--- src/rtl/wb_axis_bridge_if.sv ---
// Bus bundle for wb_axis_bridge: Wishbone classic slave port plus NUM_CH
// AXI-Stream channel pairs (ss_* toward accelerators, sm_* back from them).
interface wb_axis_bridge_if #(
  parameter int NUM_CH = 3
);
  logic                    wbs_cyc_i;
  logic                    wbs_stb_i;
  logic                    wbs_we_i;
  logic [3:0]              wbs_sel_i;
  logic [31:0]             wbs_adr_i;
  logic [31:0]             wbs_dat_i;
  logic                    wbs_ack_o;
  logic [31:0]             wbs_dat_o;
  logic [NUM_CH-1:0]       ss_tvalid;
  logic [32*NUM_CH-1:0]    ss_tdata;
  logic [NUM_CH-1:0]       ss_tlast;
  logic [NUM_CH-1:0]       ss_tready;
  logic [NUM_CH-1:0]       sm_tvalid;
  logic [32*NUM_CH-1:0]    sm_tdata;
  logic [NUM_CH-1:0]       sm_tlast;
  logic [NUM_CH-1:0]       sm_tready;

  modport slave (
    input  wbs_cyc_i, wbs_stb_i, wbs_we_i, wbs_sel_i, wbs_adr_i, wbs_dat_i,
    output wbs_ack_o, wbs_dat_o,
    output ss_tvalid, ss_tdata, ss_tlast,
    input  ss_tready,
    input  sm_tvalid, sm_tdata, sm_tlast,
    output sm_tready
  );

  modport master (
    output wbs_cyc_i, wbs_stb_i, wbs_we_i, wbs_sel_i, wbs_adr_i, wbs_dat_i,
    input  wbs_ack_o, wbs_dat_o,
    input  ss_tvalid, ss_tdata, ss_tlast,
    output ss_tready,
    output sm_tvalid, sm_tdata, sm_tlast,
    input  sm_tready
  );
endinterface

--- src/rtl/wb_axis_bridge.sv ---
// Wishbone slave to NUM_CH AXI-Stream channels: one bus transaction at a time,
// per-channel result FIFOs, and bounded waits so every access is acked.
module wb_axis_bridge #(
  parameter int          NUM_CH     = 3,
  parameter int          FIFO_DEPTH = 8,
  parameter logic [11:0] BASE_HI    = 12'h300,
  parameter int          TIMEOUT    = 255
) (
  input  logic             axis_clk,
  input  logic             axis_rst_n,
  wb_axis_bridge_if.slave  bus
);
  localparam int CHW = (NUM_CH > 1) ? $clog2(NUM_CH) : 1;
  localparam int AW  = $clog2(FIFO_DEPTH);
  localparam int CW  = $clog2(FIFO_DEPTH + 1);
  localparam logic [CW-1:0] FULL = CW'(FIFO_DEPTH);
  localparam logic [15:0]   TMO  = 16'(TIMEOUT);

  typedef enum logic [1:0] {IDLE = 2'd0, PUSH = 2'd1, POP = 2'd2, ACK = 2'd3} state_t;

  state_t                 state_r, state_s;
  logic                   skip_r;
  logic [CHW-1:0]         ch_r;
  logic [15:0]            wait_r;
  logic                   ack_r;
  logic [31:0]            dat_r;
  logic [NUM_CH-1:0]      valid_r, tlast_r;
  logic [32*NUM_CH-1:0]   tdata_r;
  logic [NUM_CH-1:0]      ovf_r, unf_r, seen_r;
  logic [32:0]            mem_r [NUM_CH][FIFO_DEPTH];
  logic [AW-1:0]          wptr_r [NUM_CH];
  logic [AW-1:0]          rptr_r [NUM_CH];
  logic [CW-1:0]          count_r [NUM_CH];

  logic [3:0]             ch_in_s;
  logic [CHW-1:0]         ch_idx_s;
  logic [1:0]             reg_s;
  logic                   sel_s, in_range_s, accept_s, status_rd_s;
  logic [32:0]            head_s;
  logic [31:0]            status_s, rd_s;
  logic                   push_to_s, pop_ok_s, pop_to_s;
  logic [NUM_CH-1:0]      sm_ready_s, push_s, pop_s, onehot_s;
  logic                   unused_s;

  assign ch_in_s    = bus.wbs_adr_i[11:8];
  assign ch_idx_s   = ch_in_s[CHW-1:0];
  assign reg_s      = bus.wbs_adr_i[3:2];
  assign sel_s      = bus.wbs_cyc_i & bus.wbs_stb_i & (|bus.wbs_sel_i) &
                      (bus.wbs_adr_i[31:20] == BASE_HI) & bus.wbs_adr_i[7];
  assign in_range_s = ({1'b0, ch_in_s} < 5'(NUM_CH));
  assign accept_s   = (state_r == IDLE) & ~skip_r & sel_s;
  assign status_rd_s = accept_s & in_range_s & ~bus.wbs_we_i & (reg_s == 2'd1);
  assign onehot_s   = NUM_CH'(1) << ch_idx_s;
  assign head_s     = mem_r[ch_r][rptr_r[ch_r]];
  assign status_s   = {ovf_r[ch_idx_s], unf_r[ch_idx_s], seen_r[ch_idx_s],
                       bus.ss_tready[ch_idx_s], 12'd0, 16'(count_r[ch_idx_s])};
  assign unused_s   = ^{bus.wbs_adr_i[19:12], bus.wbs_adr_i[6:4], bus.wbs_adr_i[1:0]};

  assign bus.wbs_ack_o = ack_r;
  assign bus.wbs_dat_o = dat_r;
  assign bus.ss_tvalid = valid_r;
  assign bus.ss_tdata  = tdata_r;
  assign bus.ss_tlast  = tlast_r;
  assign bus.sm_tready = sm_ready_s;

  // FIFO handshake decode per channel
  always_comb begin
    sm_ready_s = '0;
    push_s     = '0;
    pop_s      = '0;
    for (int i = 0; i < NUM_CH; i++) begin
      sm_ready_s[i] = (count_r[i] != FULL);
      push_s[i]     = bus.sm_tvalid[i] & sm_ready_s[i];
      pop_s[i]      = pop_ok_s & (ch_r == CHW'(i));
    end
  end

  // FSM state register
  always_ff @(posedge axis_clk or negedge axis_rst_n) begin
    if (!axis_rst_n) begin
      state_r <= IDLE;
    end else begin
      state_r <= state_s;
    end
  end

  // FSM next state and transaction outcomes
  always_comb begin
    state_s   = state_r;
    push_to_s = 1'b0;
    pop_ok_s  = 1'b0;
    pop_to_s  = 1'b0;
    rd_s      = 32'd0;
    case (state_r)
      IDLE: begin
        if (accept_s) begin
          if (!in_range_s) begin
            state_s = ACK;
          end else if (bus.wbs_we_i && !reg_s[1]) begin
            state_s = PUSH;
          end else if (!bus.wbs_we_i && (reg_s == 2'd0)) begin
            state_s = POP;
          end else begin
            state_s = ACK;
            if (status_rd_s) begin
              rd_s = status_s;
            end else begin
              rd_s = 32'd0;
            end
          end
        end else begin
          state_s = IDLE;
        end
      end
      PUSH: begin
        if (bus.ss_tready[ch_r]) begin
          state_s = ACK;
        end else if (wait_r == TMO) begin
          state_s   = ACK;
          push_to_s = 1'b1;
        end else begin
          state_s = PUSH;
        end
      end
      POP: begin
        if (count_r[ch_r] != '0) begin
          state_s  = ACK;
          pop_ok_s = 1'b1;
          rd_s     = head_s[31:0];
        end else if (wait_r == TMO) begin
          state_s  = ACK;
          pop_to_s = 1'b1;
        end else begin
          state_s = POP;
        end
      end
      ACK:     state_s = IDLE;
      default: state_s = IDLE;
    endcase
  end

  // Transaction datapath: ack/read data, stream outputs, wait counter, sticky flags
  always_ff @(posedge axis_clk or negedge axis_rst_n) begin
    if (!axis_rst_n) begin
      skip_r  <= 1'b0;
      ch_r    <= '0;
      wait_r  <= 16'd0;
      ack_r   <= 1'b0;
      dat_r   <= 32'd0;
      valid_r <= '0;
      tlast_r <= '0;
      tdata_r <= '0;
      ovf_r   <= '0;
      unf_r   <= '0;
      seen_r  <= '0;
    end else begin
      skip_r <= (state_r == ACK);
      ack_r  <= (state_s == ACK);
      if (accept_s) begin
        ch_r <= ch_idx_s;
      end
      if ((state_r == PUSH) || (state_r == POP)) begin
        wait_r <= wait_r + 16'd1;
      end else begin
        wait_r <= 16'd0;
      end
      if ((state_s == ACK) && (state_r != ACK)) begin
        dat_r <= rd_s;
      end
      // Beat launches on request acceptance and holds until handshake or timeout
      if (accept_s && (state_s == PUSH)) begin
        valid_r <= onehot_s;
        tlast_r <= (reg_s == 2'd1) ? onehot_s : '0;
        for (int i = 0; i < NUM_CH; i++) begin
          if (ch_idx_s == CHW'(i)) begin
            tdata_r[32*i +: 32] <= bus.wbs_dat_i;
          end
        end
      end else if ((state_r == PUSH) && (state_s != PUSH)) begin
        valid_r <= '0;
        tlast_r <= '0;
      end
      for (int i = 0; i < NUM_CH; i++) begin
        if (status_rd_s && (ch_idx_s == CHW'(i))) begin
          ovf_r[i]  <= 1'b0;
          unf_r[i]  <= 1'b0;
          seen_r[i] <= 1'b0;
        end else begin
          if (push_to_s && (ch_r == CHW'(i))) ovf_r[i] <= 1'b1;
          if (pop_to_s && (ch_r == CHW'(i)))  unf_r[i] <= 1'b1;
          if (pop_s[i] && head_s[32])         seen_r[i] <= 1'b1;
        end
      end
    end
  end

  // FIFO pointers and occupancy
  always_ff @(posedge axis_clk or negedge axis_rst_n) begin
    if (!axis_rst_n) begin
      for (int i = 0; i < NUM_CH; i++) begin
        wptr_r[i]  <= '0;
        rptr_r[i]  <= '0;
        count_r[i] <= '0;
      end
    end else begin
      for (int i = 0; i < NUM_CH; i++) begin
        if (push_s[i]) wptr_r[i] <= wptr_r[i] + AW'(1);
        if (pop_s[i])  rptr_r[i] <= rptr_r[i] + AW'(1);
        case ({push_s[i], pop_s[i]})
          2'b10:   count_r[i] <= count_r[i] + CW'(1);
          2'b01:   count_r[i] <= count_r[i] - CW'(1);
          default: count_r[i] <= count_r[i];
        endcase
      end
    end
  end

  // FIFO storage; contents are don't-care while empty so no reset is needed
  always_ff @(posedge axis_clk) begin
    for (int i = 0; i < NUM_CH; i++) begin
      if (push_s[i]) begin
        mem_r[i][wptr_r[i]] <= {bus.sm_tlast[i], bus.sm_tdata[32*i +: 32]};
      end
    end
  end
endmodule

--- src/flat_wrapper.sv ---
// flat-port wrapper written by rule: the top's interface ports become plain ports
module wb_axis_bridge_flat 
#(
  parameter int          NUM_CH     = 3,
  parameter int          FIFO_DEPTH = 8,
  parameter logic [11:0] BASE_HI    = 12'h300,
  parameter int          TIMEOUT    = 255
)
  (axis_clk, axis_rst_n, bus_wbs_cyc_i, bus_wbs_stb_i, bus_wbs_we_i, bus_wbs_sel_i, bus_wbs_adr_i, bus_wbs_dat_i, bus_wbs_ack_o, bus_wbs_dat_o, bus_ss_tvalid, bus_ss_tdata, bus_ss_tlast, bus_ss_tready, bus_sm_tvalid, bus_sm_tdata, bus_sm_tlast, bus_sm_tready);
  wb_axis_bridge_if #(.NUM_CH(NUM_CH)) bus_i ();
  input  logic axis_clk;
  input  logic axis_rst_n;
  input wire logic [$bits(bus_i.wbs_cyc_i)-1:0] bus_wbs_cyc_i;
  input wire logic [$bits(bus_i.wbs_stb_i)-1:0] bus_wbs_stb_i;
  input wire logic [$bits(bus_i.wbs_we_i)-1:0] bus_wbs_we_i;
  input wire logic [$bits(bus_i.wbs_sel_i)-1:0] bus_wbs_sel_i;
  input wire logic [$bits(bus_i.wbs_adr_i)-1:0] bus_wbs_adr_i;
  input wire logic [$bits(bus_i.wbs_dat_i)-1:0] bus_wbs_dat_i;
  output wire logic [$bits(bus_i.wbs_ack_o)-1:0] bus_wbs_ack_o;
  output wire logic [$bits(bus_i.wbs_dat_o)-1:0] bus_wbs_dat_o;
  output wire logic [$bits(bus_i.ss_tvalid)-1:0] bus_ss_tvalid;
  output wire logic [$bits(bus_i.ss_tdata)-1:0] bus_ss_tdata;
  output wire logic [$bits(bus_i.ss_tlast)-1:0] bus_ss_tlast;
  input wire logic [$bits(bus_i.ss_tready)-1:0] bus_ss_tready;
  input wire logic [$bits(bus_i.sm_tvalid)-1:0] bus_sm_tvalid;
  input wire logic [$bits(bus_i.sm_tdata)-1:0] bus_sm_tdata;
  input wire logic [$bits(bus_i.sm_tlast)-1:0] bus_sm_tlast;
  output wire logic [$bits(bus_i.sm_tready)-1:0] bus_sm_tready;
  assign bus_i.wbs_cyc_i = bus_wbs_cyc_i;
  assign bus_i.wbs_stb_i = bus_wbs_stb_i;
  assign bus_i.wbs_we_i = bus_wbs_we_i;
  assign bus_i.wbs_sel_i = bus_wbs_sel_i;
  assign bus_i.wbs_adr_i = bus_wbs_adr_i;
  assign bus_i.wbs_dat_i = bus_wbs_dat_i;
  assign bus_wbs_ack_o = bus_i.wbs_ack_o;
  assign bus_wbs_dat_o = bus_i.wbs_dat_o;
  assign bus_ss_tvalid = bus_i.ss_tvalid;
  assign bus_ss_tdata = bus_i.ss_tdata;
  assign bus_ss_tlast = bus_i.ss_tlast;
  assign bus_i.ss_tready = bus_ss_tready;
  assign bus_i.sm_tvalid = bus_sm_tvalid;
  assign bus_i.sm_tdata = bus_sm_tdata;
  assign bus_i.sm_tlast = bus_sm_tlast;
  assign bus_sm_tready = bus_i.sm_tready;
  wb_axis_bridge #(.NUM_CH(NUM_CH), .FIFO_DEPTH(FIFO_DEPTH), .BASE_HI(BASE_HI), .TIMEOUT(TIMEOUT)) u_core (.axis_clk(axis_clk), .axis_rst_n(axis_rst_n), .bus(bus_i));
endmodule
--- config.mk ---
export PLATFORM = sky130hd
export DESIGN_NAME = wb_axis_bridge_flat
export DESIGN_NICKNAME = d
export VERILOG_FILES = /design/src/rtl/wb_axis_bridge_if.sv /design/src/rtl/wb_axis_bridge.sv /design/src/flat_wrapper.sv
export SDC_FILE = /design/constraint.sdc
export NUM_CORES = 1
export LEC_CHECK = 0
export CAP_MARGIN = 25
export CORE_UTILIZATION = 32
export DETAILED_ROUTE_END_ITERATION = 8
export DONT_BUFFER_PORTS = 1
export PLACE_DENSITY_LB_ADDON = 0.15
export SYNTH_ARGS = -nofsm -noshare
export SYNTH_HDL_FRONTEND = slang
export SYNTH_SLANG_ARGS = --single-unit
--- constraint.sdc ---
create_clock -name axis_clk -period 5.3 [get_ports axis_clk]
set_input_delay 0.795 -clock axis_clk [delete_from_list [all_inputs] [get_ports axis_clk]]
set_output_delay 0.795 -clock axis_clk [all_outputs]
set_load 0.005 [all_outputs]
==> metrics.md <==
| Metric | Value |
|---|---|
| Vias in the first global route | 23,700 |
| Final setup viols | 0 |
| Cells along the critical path | mux2_4 > buf_4 > and2_1 > a211oi_1 > o21ai_0 > a31oi_1 > a21oi_1 > a22o_1 |
| Path type of the worst setup path | reg -> reg |
| Total track usage | 0.196 |
| Area of the multi-input gates | 10,700 sq um |
| Number of antenna violations at the first check in global routing | 4 |
| Synth unique cells | 74 |
| Worst min path class | in -> async |
| Syn Inst Count | 2,660 |
| Slew Viols, Final | 0 |
| CTS tree | built |
| Crit Path Max Fanout | 48 |
| Largest net degree at the start of global routing | 196 |
| Cell Rows | 129 |
| GPL Wtd Cong | 0.794 |
| Minimum clock period | 3.68 ns |
| Syn Area/Cell | 15.0 sq um |
| Clock-pin slew on the worst setup and hold paths | 0.06 ns |
| Tcrit/Tclk final | 0.695 |
| Clk sinks | 987 |
| Final setup TNS | 0 ns |
| First-pass GRT wire length | 176,000 um |
| Core area | 124,000 sq um |
| Worst vdd ir | 0.301 mV |
| Layout Nets | 2,885 |
| Max transition margin | 0.0477 |
| Number of synthesized register bits | 987 |
| Area Growth Syn to Fin | 14.5% |
| Synth async-reset ratio | 0.198 |
| Crit start category | flip-flop |
| TritonCTS buffer count | 107 |
| CTS resizes | 0 |
| Post-CTS Setup Inserts | 0 |
| Leak | 15.9 nW |
| Skew-Pair Late Insertion Delay | 0.71 ns |
| Yosys warnings | 0 |
| Clock Root Buffer | clkbuf_16 |
| Antenna Nets Post-Route | 0 |
| Register Area | 28,700 sq um |
| Slowest-stage cell, CP | dfrtp_4 |
| Violated checks | DRC, hold timing |
| CP Capture Type | flip-flop |
| Half-perimeter wire length after placement | 78,300 um |
| Share of layout cells above drive strength 1 | 0.154 |
| Clock Tree Buf Depth | 3 |
| Main synth FF type | edfxtp_1 |
| Max Fclk | 271 MHz |
| Status | finished, violations left |
| Hold slack | -0.0869 ns |
| Grt ovf | 0 |
| Die Height | 355 um |
| Skew final | 0.0499 ns |
| Total number of vias | about 23,000 |
| Unrepaired setup endpoints after global routing | false |
| Final hold vios | 3 |
| H-tree Lvls | 3 |
| Final wirelength | 125,000 um |
| Number of port buffers | 0 |
| # fillers | 11,600 |
| DRT iter0 DRCs | between 1,500 and 2,000 |
| Number of synthesized flops with an enable pin | around 800 |
| Post-Syn Area | 39,900 sq um |
| Power density over the cells | 496 nW/um^2 |
| Chip width | 355 um |
| Num ports | 316 |
| Fin util | 0.369 |
| Measured slew at the worst slew-check pin | approximately 1.4 ns |
| Reg2reg setup slack | approximately 1.6 ns |
| Register area share after synthesis | 0.718 |
| Starting Density | 0.323 |
| Worst path arrival time | 4.28 ns |
| Max Cap Viol | 0 |
| Die area | 126,000 sq um |
| CP required | 5.90 ns |
| Via-to-Cell Ratio | around 5.2 |
| DRT Pass-1 Iters | 7 |
| Residual DRC count | 54 |
| Synthesized Nets | roughly 2,900 |
| Post-detailed-route wirelength per cell | 28.3 um |
| Crit-path max cell delay | roughly 0.70 ns |
==> metal layers <==
metal	up-vias	global-route usage	routed length, um
met4	0	0.0767	4980
met2	622	0.333	61600
li1	10200	-	-
met3	189	0.0495	8040
met5	-	0	0
met1	12000	0.239	50100
==> logic make-up (layout without fill, tap and decap cells) <==
| family | after synthesis | in the layout | share of synthesized area |
|---|---|---|---|
| buffers and inverters | 176 | 292 | 0.0194 |
| multiplexers | 337 | 337 | 0.0978 |
| flip-flops | 987 | 987 | 0.718 |
| adder cells (fa/ha/maj) | 24 | 24 | 0.00808 |
| other | 0 | 2 | 0 |
| AND/OR/NAND/NOR | 666 | 666 | 0.0794 |
| AO/OA/AOI/OAI | 438 | 438 | 0.0705 |
| XOR/XNOR | 32 | 32 | 0.00702 |
==> flip-flops by register name, summed over array words and instances, names as in the netlist, 9 cells and up <==
signal and count:
u_core.mem_r 792, u_core.bus.ss_tdata 96, u_core.bus.wbs_dat_o 32, u_core.wait_r 16
u_core.count_r 12, u_core.rptr_r 9, u_core.wptr_r 9
==> critical path: cells and delay by family (launching register included) <==
kind,cells,cell delay [ns]
buf+inv,1,0.54
simple gates,1,0.20
compound gates,5,1.35
flops,1,0.70
mux,1,0.70
==> through the flow <==
step	power (W)	setup slack (ns)	hold slack (ns)	area [sq um]	instances
after global placement	0.0151	1.33	0.448	42000	4205
after global routing	0.0236	1.47	0.0230	45700	4413
after detailed placement	0.0153	1.56	0.458	42100	4210
after floorplan	0.0130	0.329	0.431	39900	2660
final	0.0227	1.62	-0.0869	45700	4415
after CTS	0.0229	1.63	0.0727	45700	4413
==> synth_stat cells (4+ instances only) <==
cell,instances,area [sq um]
o21ai_0,117,586
a211oi_1,31,233
nor4_1,6,37.5
buf_6,9,101
buf_2,27,135
a22o_1,28,245
a31oi_1,34,213
mux2_1,23,259
nand3b_1,4,30.0
edfxtp_1,792,23800
or3_1,48,300
nand2_1,351,1320
nor3_1,18,90.1
nand4_1,28,175
and3_1,26,163
clkbuf_1,87,327
o22ai_1,7,43.8
o311ai_0,23,201
nand2b_1,19,119
nor2_1,41,154
o211ai_1,31,233
dfrtp_1,195,4880
a221oi_1,17,149
mux2i_1,165,1650
nor2b_1,15,93.8
xnor2_1,23,201
o31ai_1,4,30.0
a21boi_0,5,37.5
mux2_2,120,1350
inv_1,18,67.6
and2_1,35,219
xor2_1,9,78.8
a21oi_1,112,561
buf_1,32,120
ha_1,21,263
nand3_1,53,265
mux4_2,28,631
==> final cells by class <==
type	count	area share
diodes	2	0.000109
clock buffers	147	0.0663
clock inverters	55	0.0126
inverters	18	0.00148
multi-input cells	1497	0.234
flip-flops and latches	987	0.627
well taps	1637	0.0448
repair buffers	72	0.0140
==> repair_timing <==
item                                    in CTS  in global routing
endpoints found under the setup margin       0                  0
hold buffers                                 1                  0
hold endpoints to repair                   195                  0
==> power breakdown <==
group | switching (W) | internal, W
registers | 0.000461 | 0.00953
clock network | 0.00316 | 0.00441
logic | 0.00352 | 0.00160
total | 0.00714 | 0.0155
==> path summary, 6_finish.rpt <==
check	from	end	cells past startpoint
min in group axis_clk	bus_sm_tdata[41]	u_core.mem_r[1][207]	0
setup reg to reg	u_core.ch_r[1]	u_core.bus.wbs_dat_o[17]	8
max in group asynchronous	axis_rst_n	u_core.bus.wbs_dat_o[17]	1
hold / removal	axis_rst_n	u_core.wptr_r[5]	1
setup / recovery	u_core.ch_r[1]	u_core.bus.wbs_dat_o[17]	8
hold reg to reg	u_core.wait_r[0]	u_core.wait_r[0]	1
==> layout by cell type (no fill, tap or decap), types with 18 or more instances in the layout <==
master / instances
edfxtp_1: 792
nand2_1: 351
dfrtp_1: 192
mux2i_1: 164
mux2_2: 119
o21ai_0: 116
a21oi_1: 112
clkbuf_16: 109
buf_4: 62
nand3_1: 53
or3_1: 48
and2_1: 35
a31oi_1: 34
a211oi_1: 31
o211ai_1: 31
nor2_1: 30
nand4_1: 28
a22o_1: 28
mux4_2: 28
and3_1: 26
o311ai_0: 23
xnor2_1: 23
mux2_1: 23
clkbuf_1: 22
ha_1: 21
nand2b_1: 19
clkinv_1: 19
clkinv_2: 19
inv_1: 18
No activity file was read; power rests on OpenSTA's default activity.
